## src/rtl/timer_dev.sv

```systemverilog
// Purpose : memory-mapped countdown timer (CTRL/PRESET/COUNT). It supports one-shot and auto-reload modes and has a maskable irq.
// Latency : reads are combinational on dev_addr. Writes take effect at the next rising edge. irq is registered.
// Backpres: none. A write is accepted on every cycle that we=1, and a read has no side effects.
// Ports   : clk, rst (async, active-high); dev_addr/we/dev_writeData (bus in);
//           dev_readData (read mux out); irq (irq_flag & CTRL.IM).
module timer_dev #(
  parameter int WIDTH = 32
) (
  input  logic             clk,
  input  logic             rst,
  input  logic [1:0]       dev_addr,
  input  logic             we,
  input  logic [WIDTH-1:0] dev_writeData,
  output logic [WIDTH-1:0] dev_readData,
  output logic             irq
);

  typedef enum logic [1:0] {
    S_IDLE = 2'd0,
    S_LOAD = 2'd1,
    S_CNT  = 2'd2,
    S_INT  = 2'd3
  } state_t;

  state_t           state, state_nxt;
  logic [3:0]       ctrl, ctrl_nxt;
  logic [WIDTH-1:0] preset, preset_nxt;
  logic [WIDTH-1:0] count, count_nxt;
  logic             irq_flag, flag_nxt;

  logic en;
  logic reload;
  logic wr_ctrl;
  logic wr_preset;

  assign en        = ctrl[0];
  // Mode 1x behaves as one-shot, so only the exact value 01 selects reload.
  assign reload    = (ctrl[2:1] == 2'b01);
  assign wr_ctrl   = we && (dev_addr == 2'd0);
  assign wr_preset = we && (dev_addr == 2'd1);

  always_comb begin
    state_nxt  = state;
    ctrl_nxt   = ctrl;
    preset_nxt = preset;
    count_nxt  = count;
    flag_nxt   = irq_flag;

    case (state)
      S_IDLE: begin
        if (en) state_nxt = S_LOAD;
      end
      S_LOAD: begin
        count_nxt = preset;
        state_nxt = S_CNT;
        // This ends the 1-cycle auto-reload pulse. On every other path into
        // LOAD, a CTRL write has already cleared the flag.
        flag_nxt  = 1'b0;
      end
      S_CNT: begin
        if (!en) begin
          state_nxt = S_IDLE;           // COUNT holds its value
        end else if (count <= WIDTH'(1)) begin
          count_nxt = '0;               // PRESET=0 lands here too, without wrapping
          state_nxt = S_INT;
        end else begin
          count_nxt = count - WIDTH'(1);
        end
      end
      S_INT: begin
        flag_nxt = 1'b1;
        if (reload) begin
          state_nxt = S_LOAD;
        end else begin
          ctrl_nxt[0] = 1'b0;
          state_nxt   = S_IDLE;
        end
      end
      default: state_nxt = S_IDLE;
    endcase

    // CPU writes are applied last so they override the hardware En clear and
    // the hardware flag set in the same cycle.
    if (wr_ctrl) begin
      ctrl_nxt = dev_writeData[3:0];
      flag_nxt = 1'b0;
    end
    if (wr_preset) begin
      preset_nxt = dev_writeData;
      flag_nxt   = 1'b0;
    end
  end

  always_ff @(posedge clk or posedge rst) begin
    if (rst) begin
      state    <= S_IDLE;
      ctrl     <= '0;
      preset   <= '0;
      count    <= '0;
      irq_flag <= 1'b0;
      irq      <= 1'b0;
    end else begin
      state    <= state_nxt;
      ctrl     <= ctrl_nxt;
      preset   <= preset_nxt;
      count    <= count_nxt;
      irq_flag <= flag_nxt;
      // Registered from next-state values so that irq tracks irq_flag & IM
      // in the same cycle instead of lagging one cycle behind.
      irq      <= flag_nxt & ctrl_nxt[3];
    end
  end

  always_comb begin
    dev_readData = '0;
    case (dev_addr)
      2'd0:    dev_readData = WIDTH'(ctrl);
      2'd1:    dev_readData = preset;
      2'd2:    dev_readData = count;
      default: dev_readData = '0;
    endcase
  end

endmodule

```

## config.mk

```make
export PLATFORM = sky130hd
export DESIGN_NAME = timer_dev
export DESIGN_NICKNAME = d
export VERILOG_FILES = /design/src/rtl/timer_dev.sv
export SDC_FILE = /design/constraint.sdc
export NUM_CORES = 1
export LEC_CHECK = 0
export CAP_MARGIN = 5
export CORE_MARGIN = 2
export CORE_UTILIZATION = 45
export DETAILED_ROUTE_END_ITERATION = 10
export MAX_ROUTING_LAYER = met4
export PLACE_DENSITY = 0.8
export SLEW_MARGIN = 20
export SYNTH_ARGS = -nofsm -noshare
export SYNTH_HDL_FRONTEND = slang
export SYNTH_SLANG_ARGS = --single-unit
```

## constraint.sdc

```tcl
create_clock -name clk -period 3.48 [get_ports clk]
set_input_delay 0.87 -clock clk [delete_from_list [all_inputs] [get_ports clk]]
set_output_delay 0.87 -clock clk [all_outputs]
set_load 0.02 [all_outputs]
```

Word-level counts from Yosys, hierarchy flattened
Index checks and enable logic that the tools add are counted.
{"block": "totals", "n_memories": 0, "mem_bits_rw": 0, "output_inout_bits": 33, "latch_bits": 0, "in_bits": 37, "wordCells": 45, "regBits": 72, "mem_bits_ro": 0}
{"block": "op_classes", "n_reduce_logical": 9, "n_mux": 15, "add_sub_neg": 1, "shift": 0, "bitwise": 1, "div": 0, "magnitude_cmp": 1, "multipliers": 0, "n_eq_ne": 10}
{"cell": "one-hot mux 32 bit (3 select lines)", "count": 1}
{"cell": "two-way mux 32 bit", "count": 2}
{"cell": "one-hot mux 32 bit (2 select lines)", "count": 1}
{"cell": "less-or-equal comparator 32 x 1 -> 1 bit, second input constant", "count": 1}
{"cell": "subtractor 32 x 1 -> 32 bit, second input constant", "count": 1}
{"cell": "one-hot mux 2 bit (4 select lines)", "count": 1}
{"cell": "equality test 2 x 1 -> 1 bit, second input constant", "count": 3}
{"cell": "equality test 2 bit, second input constant", "count": 3}
{"cell": "two-way mux 2 bit", "count": 3}
{"cell": "AND reduction 2 bit", "count": 3}
{"cell": "two-way mux 1 bit", "count": 5}
{"cell": "zero test 2 bit", "count": 2}
{"cell": "two-way mux 4 bit", "count": 1}
{"cell": "inequality test 2 bit, second input constant", "count": 2}
{"cell": "nonzero test 2 bit", "count": 2}
{"cell": "inequality test 3 bit, second input constant", "count": 1}
{"cell": "logical AND 1 bit", "count": 2}
{"cell": "inequality test 2 x 1 -> 1 bit, second input constant", "count": 1}
{"cell": "one-hot mux 1 bit (2 select lines)", "count": 1}
{"cell": "bitwise AND 1 bit", "count": 1}

Depth between registers and ports, before layout
{"block": "logic_depth", "ltp_word": 5, "depth_mapped": 7, "depth_no_buf": 7}

Worst setup path before layout
No wires, ideal clock.
{"block": "synth_timing", "path_type": "input-to-output", "start": "input dev_addr[1]", "end": "output dev_readData[10]", "cell_stages": 5, "setup_slack_ps": 480, "required_ps": 2610, "n_path_buf": 3, "t_arrival_ps": 2130, "cell_sequence": "clkbuf_1 nor2b_1 clkbuf_1 buf_1 a22o_1"}
{"block": "synth_between", "elab_chain_len": 2, "elab_cells_between_ends": 4, "cone_classes": "2 x eq/ne; 1 x mux; 1 x reduce/logical"}
{"item": "from (decl)", "line_no": "11", "source": "input logic [1:0] dev_addr,"}
{"item": "equality test 2 bit (tied with other cells)", "line_no": "116", "source": "case (dev_addr)"}
{"item": "one-hot mux 32 bit (3 select lines) *", "line_no": "116"}
{"item": "to (decl)", "line_no": "14", "source": "output logic [WIDTH-1:0] dev_readData,"}
Mark *: on every way between the ends. The rest lies on a longest branch, timed or not.

Final worst setup path
{"block": "layout_timing", "start": "input dev_addr[1]", "end": "output dev_readData[30]"}
Same word-level chain as after synthesis.

==> impl_metrics.ini <==
[routing]
vias_per_cell = 6.37
routedWlPerCell_um = 19.5
drc_errors = 0
totalWireLength_um = 11700
drt_iter0_drc = 235
vias = 3833
ant_nets = 0
dr.pass1.iters = 5

[synthesis]
synth_top_area_cell = dfrtp_1
async_reset_ff_share_pct = 100
synth_top_area_share_pct = 42.9
synth_edf_count = 0
yosysMostFrequentCell = dfrtp_1
avgSynthCellArea_sq_um = 10.1
synthTopCellsByCount = dfrtp_1 (72), a22o_1 (34), mux2_2 (34)
ys_seq_area_share_pct = 42.9
synthTopCellsByArea = dfrtp_1 (43%), mux2_2 (9.1%), a22o_1 (7.1%), nand2_1 (2.9%), o31ai_1 (2.1%)
synth_flop_cell = dfrtp_1
syn-num-nets = 453
ys_types = 57
yosys_warnings = 0
synth-seq-cells = 72
syn_inst = 414
syn_area_sq_um = 4200

[placement]
dp_hpwl_um = 8200
dpl.cell_count = 586
dp_slack_ns = -0.0950
numPortBuffers = 69
place_congestion = 0.918

[hold_path]
min_to = count[20]$_DFFE_PP0P_
min_path_cells = 2
hold_class = reg2reg
min_from = preset[20]$_DFFE_PP0P_

[timing]
fmax_mhz = 294
tightest_slew_ns = 0.695
min_period_ns = 3.40
whs_ns = 0.534
timing.final.crit_share_pct = 97.7
fin_ws_ns = 0.0804
fin_tns_setup_ns = 0
rsz0062_at_grt = false
hold_viol_final = 0
finalMaxSlewViolations = 0
slew_headroom_pct = 53.6
finalSetupViolCount = 0
finClkSkew_ns = 0.00893

[pwr]
leakagePower_nw = 2.49
p_per_area_nw_per_um2 = 724
ir_worst_vdd_mv = 0.364

[final_layout]
syn_to_final_growth_pct = 27.3
drive_above_1_share_pct = 18.3
final_cells = 602
nets = 525
diodes = 0

[outcome]
status = complete, no violations

[critical_path]
cp_data_required_time_ns = 2.61
timing.rr.end = count[29]$_DFFE_PP0P_
end_kind = output pin
r2r_start = count[13]$_DFFE_PP0P_
crit_type = in2out
reg2reg_depth = 5
crit_path_start_kind = input port
worstPathMaxFanout = 3
reg2reg_setup_slack_ns = 0.64
critPathArrivalTime_ns = 2.53

[floorplanning]
rows = 35
die_w_um = 101
core_area_sq_um = 9150
dieArea_sq_um = 10100
die_height_um = 101
initial_core_util_pct = 45.9
ioPinCount = 70

[clock_network]
cts_sinks = 72
numCtsBuffers = 9
cts_max_path_buffers = 2
clk_latency_ns = 0.36
htreeDepth = 3
cts_root_buf = clkbuf_8
cts.clk_slew.worst_paths_ns = 0.08
cts_setup_buffers = 0
cts_tree = done

[global_routing]
grt_usage_pct = 25.0
grt_overflow_total = 0
antenna_found_initial = 0
grt_first_pass_wirelength_um = 19400
grt_pass1_vias = 3742
grt_max_degree = 48

[flow_run]
cap_violations = 0
==> sequential cells by signal, indices dropped and copies added, names as in the netlist <==
register	count
count	32
ctrl	4
irq	1
irq_flag	1
preset	32
state	2
==> through the flow <==
step,power [mW],cell area [sq um],util (%)
finish,3.87,5350,58.4
global route,4.16,5350,58.4
CTS,3.87,5270,57.5
detailed placement,3.23,5080,55.5
global placement,3.18,5080,55.5
floorplan,2.62,4200,-
==> critical path, cell delays in order <==
cell             delay, ns
clkdlybuf4s50_1       0.57
nor2b_4               0.22
buf_4                 0.12
a22o_1                0.14
clkdlybuf4s50_1       0.61
==> layout make-up <==
cell class | count | area, sq um
Tap cell | 111 | 139
Inverter | 15 | 56.3
Fill cell | 798 | 3810
Multi-Input combinational cell | 295 | 2210
Clock buffer | 12 | 165
Clock inverter | 4 | 27.5
Sequential cell | 72 | 1800
Timing Repair Buffer | 93 | 945
==> worst max-delay path by stage <==
| stage | from | end | depth (start not counted) |
|---|---|---|---|
| after floorplan | dev_addr[1] | dev_readData[10] | 5 |
| after global placement | dev_addr[0] | dev_readData[1] | 6 |
| after detailed placement | dev_addr[0] | dev_readData[3] | 6 |
| after CTS | dev_addr[0] | dev_readData[26] | 5 |
| after global routing | dev_addr[1] | dev_readData[30] | 5 |
| final | dev_addr[1] | dev_readData[30] | 5 |
==> kinds of logic (layout without fill, tap and decap cells) <==
logic type,Yosys count,after routing,synth area share [%]
AOI/OAI and AO/OA,127,127,24.0
adders and majority gates,2,2,0.596
buffers and inverters,47,124,4.89
DFF,72,72,42.9
muxes,41,41,10.8
and+or+nand+nor,125,125,16.8
==> cell usage in the layout (no fill, tap or decap), drive strengths merged, types with 5 or more instances in the layout <==
| master | instances |
|---|---|
| nand3 | 10 |
| dlygate4sd2 | 8 |
| inv | 15 |
| o31ai | 12 |
| a22oi | 6 |
| dfrtp | 72 |
| dlymetal6s2s | 24 |
| buf | 24 |
| nor2 | 13 |
| o22ai | 8 |
| o21ai | 11 |
| or3 | 10 |
| mux2 | 34 |
| a21oi | 5 |
| or4 | 8 |
| clkdlybuf4s50 | 37 |
| nand2 | 33 |
| mux2i | 7 |
| nor4 | 13 |
| nand2b | 5 |
| nor3 | 12 |
| o41ai | 10 |
| a221o | 6 |
| a22o | 34 |
| a31oi | 7 |
| clkbuf | 12 |
==> routing by layer <==
metal | vias up | track usage [%] | wire length, um
met1 | 1887 | 35.2 | 5400
met3 | 25 | 4.16 | 607
met2 | 152 | 36.5 | 5450
met4 | 0 | 8.75 | 290
li1 | 1769 | - | -
met5 | - | - | 0
==> power breakdown <==
group          internal (mW)  total, mW  switching [mW]  leakage [nW]
registers               1.12       1.52           0.401         0.873
logic                  0.779       1.70           0.921          1.52
clock network          0.316      0.650           0.334        0.0906
total                   2.22       3.87            1.66          2.49
==> what timing repair did <==
item	4_1_cts	5_1_grt
setup endpoints to repair	31	24
resized for setup	8	29
hold buffers	0	0
Note: power is estimated with default switching activity, not from simulation.
